## config.mk

```make
export PLATFORM = sky130hd
export DESIGN_NAME = pll_rst_seq
export DESIGN_NICKNAME = d
export VERILOG_FILES = /design/src/rtl/pll_rst_seq_pkg.sv /design/src/rtl/pll_rst_seq_sync_2ff.sv /design/src/rtl/pll_rst_seq.sv
export SDC_FILE = /design/constraint.sdc
export NUM_CORES = 1
export LEC_CHECK = 0
export ABC_CLOCK_PERIOD_IN_PS = 2700
export CAP_MARGIN = 20
export CORE_UTILIZATION = 45
export DETAILED_ROUTE_END_ITERATION = 7
export DONT_BUFFER_PORTS = 1
export GPL_TIMING_DRIVEN = 0
export PLACE_DENSITY = 0.56
export SKIP_CTS_REPAIR_TIMING = 1
export SYNTH_ARGS = -nofsm -noshare
export SYNTH_HDL_FRONTEND = slang
export SYNTH_HIERARCHICAL = 1
export SYNTH_SLANG_ARGS = --single-unit
```

## constraint.sdc

```tcl
create_clock -name refclk -period 2.7 [get_ports refclk]
set_clock_uncertainty 0.1 [all_clocks]
set_input_delay 0.405 -clock refclk [delete_from_list [all_inputs] [get_ports refclk]]
set_output_delay 0.405 -clock refclk [all_outputs]
set_load 0.01 [all_outputs]
```

## src/rtl/pll_rst_seq_pkg.sv

```systemverilog
// ----------------------------------------------------------------------------
// pll_rst_seq_pkg
// Shared definitions for the PLL reset/lock sequencer:
//   - state_t : sequencer state encoding (2 bits)
//               PLL_RST=0, WAIT_LOCK=1, STABLE=2, RUN=3
//   - SAT_W   : width of the saturating event counters (retry_cnt, loss_cnt)
//   - sat_inc : saturating increment helper for those counters
// No ports (package).
// ----------------------------------------------------------------------------
package pll_rst_seq_pkg;

    typedef enum logic [1:0] {
        ST_PLL_RST   = 2'd0,
        ST_WAIT_LOCK = 2'd1,
        ST_STABLE    = 2'd2,
        ST_RUN       = 2'd3
    } state_t;

    localparam int SAT_W = 8;

    // Counters stick at all-ones rather than wrapping, so a large value
    // always means "at least this many" events.
    function automatic logic [SAT_W-1:0] sat_inc(input logic [SAT_W-1:0] v);
        return (v == {SAT_W{1'b1}}) ? v : v + SAT_W'(1);
    endfunction

endpackage

```

## src/rtl/pll_rst_seq_sync_2ff.sv

```systemverilog
// ----------------------------------------------------------------------------
// sync_2ff
// Generic two-flop synchroniser for a single-bit level crossing into clk_i.
// Both flops clear on the asynchronous active-high reset. Also used by the
// downstream clk0/clk1 reset bridges.
// Ports:
//   clk_i : destination clock
//   rst_i : asynchronous reset, active-high
//   d_i   : asynchronous input level
//   q_o   : synchronised level, two clk_i cycles of latency
// ----------------------------------------------------------------------------
module sync_2ff (
    input  logic clk_i,
    input  logic rst_i,
    input  logic d_i,
    output logic q_o
);

    logic meta_q;
    logic sync_q;

    // First flop may go metastable; the second gives it a full cycle to
    // settle before anything downstream looks at the value.
    always_ff @(posedge clk_i or posedge rst_i) begin
        if (rst_i) begin
            meta_q <= 1'b0;
            sync_q <= 1'b0;
        end else begin
            meta_q <= d_i;
            sync_q <= meta_q;
        end
    end

    assign q_o = sync_q;

endmodule

```

## src/rtl/pll_rst_seq.sv

```systemverilog
// ----------------------------------------------------------------------------
// pll_rst_seq
// Reset/lock sequencer around the system PLL (24 MHz refclk in, clk0/clk1
// out). Holds the PLL in reset, waits for a stable lock, then releases a
// lock-qualified system reset. Re-resets the PLL when lock does not arrive
// within the timeout window or when lock is lost for LOSS_FILTER cycles in RUN.
//
// Optional feature macro: PLL_RST_SEQ_LOSS_CNT_EN
//   defined   -> adds loss_cnt, a saturating count of RUN->PLL_RST lock losses
//   undefined -> port and counter absent, all else identical
//
// Parameters:
//   PLL_RST_CYCLES : cycles pll_reset is held per attempt (>=1)
//   TIMEOUT_CYCLES : max cycles in WAIT_LOCK before retrying
//   STABLE_CYCLES  : consecutive locked cycles before sys_rst is released
//   LOSS_FILTER    : consecutive unlocked cycles in RUN that count as loss (>=1)
// Ports:
//   refclk    in  1  free-running 24 MHz reference clock
//   reset     in  1  asynchronous reset, active-high
//   extlock   in  1  PLL lock flag, asynchronous to refclk
//   pll_reset out 1  PLL reset, active-high
//   sys_rst   out 1  system reset request, active-high
//   ready     out 1  high only in RUN
//   retry_cnt out 8  lock-timeout retries, saturating
//   loss_cnt  out 8  lock losses in RUN, saturating (macro only)
// ----------------------------------------------------------------------------
module pll_rst_seq
    import pll_rst_seq_pkg::*;
#(
    parameter int PLL_RST_CYCLES = 24,
    parameter int TIMEOUT_CYCLES = 24000,
    parameter int STABLE_CYCLES  = 2400,
    parameter int LOSS_FILTER    = 4
) (
    input  logic             refclk,
    input  logic             reset,
    input  logic             extlock,
    output logic             pll_reset,
    output logic             sys_rst,
    output logic             ready,
    output logic [SAT_W-1:0] retry_cnt
`ifdef PLL_RST_SEQ_LOSS_CNT_EN
    ,
    output logic [SAT_W-1:0] loss_cnt
`endif
);

    localparam int MAX_AB  = (PLL_RST_CYCLES > TIMEOUT_CYCLES) ? PLL_RST_CYCLES : TIMEOUT_CYCLES;
    localparam int MAX_CD  = (STABLE_CYCLES > LOSS_FILTER) ? STABLE_CYCLES : LOSS_FILTER;
    localparam int MAX_CYC = (MAX_AB > MAX_CD) ? MAX_AB : MAX_CD;
    localparam int CNT_W   = (MAX_CYC > 1) ? $clog2(MAX_CYC) : 1;

    localparam logic [CNT_W-1:0] CNT_ONE     = CNT_W'(1);
    localparam logic [CNT_W-1:0] RST_LAST    = CNT_W'(PLL_RST_CYCLES - 1);
    localparam logic [CNT_W-1:0] TIMEOUT_LAST = CNT_W'(TIMEOUT_CYCLES - 1);
    localparam logic [CNT_W-1:0] STABLE_LAST = CNT_W'(STABLE_CYCLES - 1);
    localparam logic [CNT_W-1:0] LOSS_LAST   = CNT_W'(LOSS_FILTER - 1);

    logic             lock_s;
    state_t           state_q, state_d;
    logic [CNT_W-1:0] cnt_q, cnt_d;
    logic [SAT_W-1:0] retry_q, retry_d;
    logic             pll_reset_q;
    logic             sys_rst_q;
    logic             ready_q;
`ifdef PLL_RST_SEQ_LOSS_CNT_EN
    logic [SAT_W-1:0] loss_q, loss_d;
`endif

    sync_2ff u_lock_sync (
        .clk_i (refclk),
        .rst_i (reset),
        .d_i   (extlock),
        .q_o   (lock_s)
    );

    // Next-state logic. The single counter is shared between phases: it
    // times the PLL reset pulse, the lock timeout, the stable window and,
    // in RUN, the run of consecutive unlocked cycles. In RUN the loss is
    // declared on the cycle the count would reach LOSS_FILTER, so the
    // counter never has to hold LOSS_FILTER itself.
    always_comb begin
        state_d = state_q;
        cnt_d   = cnt_q;
        retry_d = retry_q;
`ifdef PLL_RST_SEQ_LOSS_CNT_EN
        loss_d  = loss_q;
`endif
        unique case (state_q)
            ST_PLL_RST: begin
                if (cnt_q == RST_LAST) begin
                    state_d = ST_WAIT_LOCK;
                    cnt_d   = '0;
                end else begin
                    cnt_d = cnt_q + CNT_ONE;
                end
            end
            ST_WAIT_LOCK: begin
                if (lock_s) begin
                    state_d = ST_STABLE;
                    cnt_d   = '0;
                end else if (cnt_q == TIMEOUT_LAST) begin
                    state_d = ST_PLL_RST;
                    cnt_d   = '0;
                    retry_d = sat_inc(retry_q);
                end else begin
                    cnt_d = cnt_q + CNT_ONE;
                end
            end
            ST_STABLE: begin
                if (!lock_s) begin
                    state_d = ST_WAIT_LOCK;
                    cnt_d   = '0;
                end else if (cnt_q == STABLE_LAST) begin
                    state_d = ST_RUN;
                    cnt_d   = '0;
                end else begin
                    cnt_d = cnt_q + CNT_ONE;
                end
            end
            ST_RUN: begin
                if (lock_s) begin
                    cnt_d = '0;
                end else if (cnt_q == LOSS_LAST) begin
                    state_d = ST_PLL_RST;
                    cnt_d   = '0;
`ifdef PLL_RST_SEQ_LOSS_CNT_EN
                    loss_d  = sat_inc(loss_q);
`endif
                end else begin
                    cnt_d = cnt_q + CNT_ONE;
                end
            end
            default: begin
                state_d = ST_PLL_RST;
                cnt_d   = '0;
            end
        endcase
    end

    // State, counters and outputs. Outputs are decoded from the next state
    // so they move on the same edge as the state itself, with no extra
    // cycle of lag and no combinational path to the pins.
    always_ff @(posedge refclk or posedge reset) begin
        if (reset) begin
            state_q     <= ST_PLL_RST;
            cnt_q       <= '0;
            retry_q     <= '0;
            pll_reset_q <= 1'b1;
            sys_rst_q   <= 1'b1;
            ready_q     <= 1'b0;
`ifdef PLL_RST_SEQ_LOSS_CNT_EN
            loss_q      <= '0;
`endif
        end else begin
            state_q     <= state_d;
            cnt_q       <= cnt_d;
            retry_q     <= retry_d;
            pll_reset_q <= (state_d == ST_PLL_RST);
            sys_rst_q   <= (state_d != ST_RUN);
            ready_q     <= (state_d == ST_RUN);
`ifdef PLL_RST_SEQ_LOSS_CNT_EN
            loss_q      <= loss_d;
`endif
        end
    end

    assign pll_reset = pll_reset_q;
    assign sys_rst   = sys_rst_q;
    assign ready     = ready_q;
    assign retry_cnt = retry_q;
`ifdef PLL_RST_SEQ_LOSS_CNT_EN
    assign loss_cnt  = loss_q;
`endif

endmodule

```

# [After elaboration in Yosys (flattened, before gate mapping)]
# Cells that the tools add are included.
[totals] elab_cells=41 register_bits=30
[classes] eq_ne=10 n_addsub=2 reduce_logical=3 muxes=16 bitwise=2
[op_table] cell="two-way mux 15 bit" n=7
[op_table] cell="case mux 15 bit (4 select lines)" n=1
[op_table] cell="adder 15 x 1 -> 15 bit, second input constant" n=1
[op_table] cell="equality test 15 x 12 -> 1 bit, second input constant" n=1
[op_table] cell="equality test 15 bit, second input constant" n=1
[op_table] cell="equality test 15 x 2 -> 1 bit, second input constant" n=1
[op_table] cell="equality test 15 x 5 -> 1 bit, second input constant" n=1
[op_table] cell="two-way mux 2 bit" n=7
[op_table] cell="adder 8 x 1 -> 8 bit, second input constant" n=1
[op_table] cell="equality test 8 bit, second input constant" n=1
[op_table] cell="case mux 2 bit (4 select lines)" n=1
[op_table] cell="equality test 2 bit, second input constant" n=3
[op_table] cell="zero test 2 bit" n=2
[op_table] cell="AND reduction 4 bit" n=1
[op_table] cell="equality test 2 x 1 -> 1 bit, second input constant" n=1
[op_table] cell="inequality test 2 bit, second input constant" n=1
[op_table] cell="inverter 1 bit" n=2

# [Logic depth before layout (Yosys ltp)]
[depth] depth_word=5 ltp_mapped=7 ltp_nobuf=5

# [Cells and area by module]
# Netlist, hierarchy kept.
[by_module_without_submodules] mod="pll_rst_seq" area_per_inst_um2=1537.7 n_inst=1 seq_area_each_um2=703.2 cells_each=153
[by_module_without_submodules] mod="sync_2ff" area_per_inst_um2=53.8 n_inst=1 seq_area_each_um2=50.0 cells_each=3

# [Worst setup path after synthesis]
# OpenSTA, ideal clock, no wires.
[synth_timing] path_kind="reg2reg" startpoint="reg cnt_q[0]" endpoint="reg retry_q[1] (netlist: retry_cnt[1])" n_path_buf=2 synth_period_minus_slack_ns=2.140 setup_time_ns=0.128 arrival_time_ns=1.912 setup_slack_ns=0.560 path_stages_with_launch=8 cell_sequence="dfrtp_1 ha_1 clkbuf_1 nand4b_1 or4_4 buf_6 nor2_1 mux2_1"
[synth_between] elab_chain_cells=2
[synth_rtl] item="from (decl)" line_no="pll_rst_seq.sv:61" rtl="logic [CNT_W-1:0] cnt_q, cnt_d;"
[synth_rtl] item="from (signal assigned)" line_no="pll_rst_seq.sv:157" rtl="cnt_q <= cnt_d;"
[synth_rtl] item="equality test 15 bit" line_no="pll_rst_seq.sv:102" rtl="end else if (cnt_q == TIMEOUT_LAST) begin"
[synth_rtl] item="AND reduction 4 bit (no line)"
[synth_rtl] item="to (signal assigned)" line_no="pll_rst_seq.sv:158" rtl="retry_q <= retry_d;"
[synth_rtl] item="to (decl)" line_no="pll_rst_seq.sv:62" rtl="logic [SAT_W-1:0] retry_q, retry_d;"
# Every way passes these cells.
# A chain may end at the register's enable or synchronous reset.

# [Worst setup path after layout]
[layout_timing] startpoint="reg cnt_q[0]" endpoint="reg cnt_q[6]"
[layout_between] elab_chain_cells=4 elab_cells_between_ends=13
[layout_rtl] item="adder 15 x 1 -> 15 bit (tied with other cells)"
[layout_rtl] item="two-way mux 15 bit (on tied branches)" line_no="pll_rst_seq.sv:124, pll_rst_seq.sv:102, pll_rst_seq.sv:114"
[layout_rtl] item="two-way mux 15 bit (on tied branches)" line_no="pll_rst_seq.sv:122, pll_rst_seq.sv:99, pll_rst_seq.sv:111"
[layout_rtl] item="case mux 15 bit (4 select lines) (*)" line_no="pll_rst_seq.sv:89" rtl="unique case (state_q)"
[layout_rtl] item="named net cnt_d[6]" line_no="pll_rst_seq.sv:61"
# The timed path passes the listed nets; every way through them passes the cells marked *.

==> summary.md <==
| Metric | Value |
|---|---|
| EDFF count, synth | 0 |
| First-pass GRT wire length | 5.147 mm |
| Worst r2r src | cnt_q[0]$_DFF_PP0_ |
| CTS buffer count | 5 |
| Top cell type by total area after synthesis | dfrtp_1 |
| Final period utilization | 0.9061 |
| Routability cong. | 0.8639 |
| Slowest CP cell | dfrtp_1 |
| DRT iter0 DRCs | 80 |
| Ys async rst share | 1.000 |
| CTS H-tree depth | 2 |
| ANT nets after route | 0 |
| Synth warnings | 6 |
| Setup TNS | 0 ns |
| Syn Nets | 161 |
| Die ar. | 3779 µm² |
| Crit Path Class | reg2reg |
| Synth area leaders | dfrtp_1, xnor2_1, xor2_1 |
| Largest net degree at the start of global routing | 29 |
| Worst R2R Setup Slack | 0.25 ns |
| Top_reg_cell synth | dfrtp_1 |
| Xor and xnor fraction of the mapped netlist area | 0.1101 |
| Gate Count Post-Synth | 156 |
| CP cell instances | ha_1 -> clkbuf_1 -> nor4b_1 -> nand4_1 -> a2bb2oi_2 -> buf_2 -> a21oi_1 |
| Outcome | finished clean |
| Final setup viols | 0 |
| Die extent in y | 61.47 µm |
| CTS max path bufs | 2 |
| Ant diodes | 0 |
| DRC viols | 0 |
| Final wirelength | 3.223 mm |
| Area share of the largest cell type after synthesis | 0.4403 |
| Hold Worst Slack | 0.2767 ns |
| Mux cell area share after synthesis | 0.007075 |
| I/O Buffers | 0 |
| PD cells | 686.0 nW/µm² |
| Slew Viols, Final | 0 |
| Synth top cells by count | dfrtp_1, a21oi_1, nor3_1 |
| R2R Path End | cnt_q[6]$_DFF_PP0_ |
| Power Total | 1.201 mW |
| Clk_lat worst skew | 0.33 ns |
| Max Fanout on Critical Path | 10 |
| Static Leakage | 0.7474 nW |
| Die W | 61.47 µm |
| Layout Nets | 171 |
| Critical Path AT | 2.55 ns |
| GRT overflow | 0 |
| Worst EP required | 2.80 ns |
| Area share of and/or/nand/nor cells after synthesis | 0.2414 |
| Hold Path Class | in2async |
| R2R cell count | 7 |
| Seq cells post-synth | 30 |
| Type of origin of the critical path | flop |
| CTS root buf | clkbuf_4 |
| Top-count cell post-synth | dfrtp_1 |
| Main combinational cell family by area after synthesis | simple AND/OR/NAND/NOR gates |
| Worst vdd ir | 0.3653 mV |
| I/O pins | 14 |
| Post-synthesis adder-cell area fraction | 0.01572 |
| Rows | 21 |
| Max-cap viol count | 0 |
| Crit end category | flop |
| Vias | 1199 |
| Vias in the first global route | 1117 |
| Share of layout cells above drive strength 1 | 0.1145 |
| CTS tree | built |
| Post-synth cell types | 40 |
| Final hold violations | 0 |
| Worst slew pin tran | 0.6117 ns |
| Fillers | 323 |
| Clock Sinks | 30 |
| Placed wire-length estimate | 2.173 mm |
| Post-route minimum period | 2.447 ns |
| Worst stage delay on the critical path | 0.42 ns |
| Placed cell area | 1649 µm² |
| Final Cell Area | 1750 µm² |
| Rel. slew slack | 0.5890 |
| RSZ-0062 raised after global routing | false |
| Area of the core | 3363 µm² |
| Post-Syn Area | 1592 µm² |
| Sequential-to-total area share from yosys stat | 0.4733 |
| Detailed Routing Iterations Pass 1 | 4 |
| Synth Area in Compound Gates | 0.1124 |
| Initial Util | 0.4732 |
| Wire per inst | 15.20 µm |
| Crit. Startpoint | cnt_q[0]$_DFF_PP0_ |
| Initial antenna violation count | 0 |
| Gr usage total | 0.1910 |
| Area grow syn2layout | 9.984% |
| Syn avg cell area | 10.20 µm² |
| Clock transition at path regs | 0.09 ns |
| Peak Freq | 408.7 MHz |
| Vias per inst | 5.656 |
## cells in the final DEF, fill, tap and decap left out, types with 2 or more instances in the layout
cell type      count
a211oi_1           4
a21oi_1           11
and2_1             2
and3_1             3
and4_1             2
buf_2              3
clkbuf_1           4
clkbuf_4           5
clkinv_2           2
dfrtp_1           28
dfstp_2            2
dlygate4sd3_1      2
ha_1               2
inv_1              6
nand2_1            5
nand2b_1           2
nand3_1           10
nand4_1            5
nor2_1             5
nor2b_1            3
nor3_1            11
nor4_1             4
o21a_1             3
o21ai_0            2
o21ai_1            2
xnor2_1           10
xor2_1            10
## metal layers
metal	vias up	part of all wire	track usage
li1	587	-	-
met1	583	0.45	0.2256
met5	-	0	0
met3	4	0.037	0.07983
met2	25	0.50	0.3075
met4	0	0.012	0.07937
## area by class of cell
class	count	area, µm²	area share
inverter	6	22.52	0.01287
multi-input combinational	112	780.7	0.4460
clock inverter	2	10.01	0.005718
tap	46	57.56	0.03288
clock buffer	5	37.54	0.02144
sequential	30	753.2	0.4303
timing repair buffer	3	47.55	0.02716
buffer	8	41.29	0.02359
## report_power, final
part	internal, mW	switching (mW)
clock network	0.0933	0.150
registers	0.523	0.0642
logic	0.137	0.234
total	0.753	0.448
## flip-flops by register name (all words and copies together), names as in the netlist
register,count
ready,1
cnt_q,15
u_lock_sync/meta_q,1
retry_cnt,8
state_q,2
u_lock_sync/q_o,1
pll_reset,1
sys_rst,1
## worst max-delay path, delay by kind of cell, from the launching register on
kind | cells | cell delay (ns)
AND/OR/NAND/NOR | 2 | 0.60
flip-flops | 1 | 0.42
adder cells (fa/ha/maj) | 1 | 0.16
AO/OA/AOI/OAI | 2 | 0.48
buffers and inverters | 2 | 0.56
## worst max-delay path by stage
stage | endpoint | slack, ns | cells after the start
floorplan | retry_cnt[1]$_DFFE_PP0P_ | 0.56 | 7
global placement | cnt_q[10]$_DFF_PP0_ | 0.24 | 7
detailed placement | cnt_q[14]$_DFF_PP0_ | 0.21 | 7
CTS | cnt_q[6]$_DFF_PP0_ | 0.15 | 7
global route | cnt_q[6]$_DFF_PP0_ | 0.14 | 7
finish | cnt_q[6]$_DFF_PP0_ | 0.25 | 7
## kinds of logic after synthesis
family	after synthesis
xor+xnor	20
buf+inv	14
simple gates	61
fa+ha+maj	2
flops	30
compound gates	28
mux	1
## stage by stage
| step | std cells | util | worst slack (ns) |
|---|---|---|---|
| 2_1_floorplan | 156 | - | 0.5601 |
| 3_3_place_gp | 202 | 0.4903 | 0.2447 |
| 3_5_place_dp | 202 | 0.4903 | 0.2075 |
| 4_1_cts | 209 | 0.5045 | 0.1517 |
| 5_1_grt | 212 | 0.5205 | 0.1447 |
| 6_report | 212 | 0.5205 | 0.2534 |
Power figures use the tool's default switching activity.
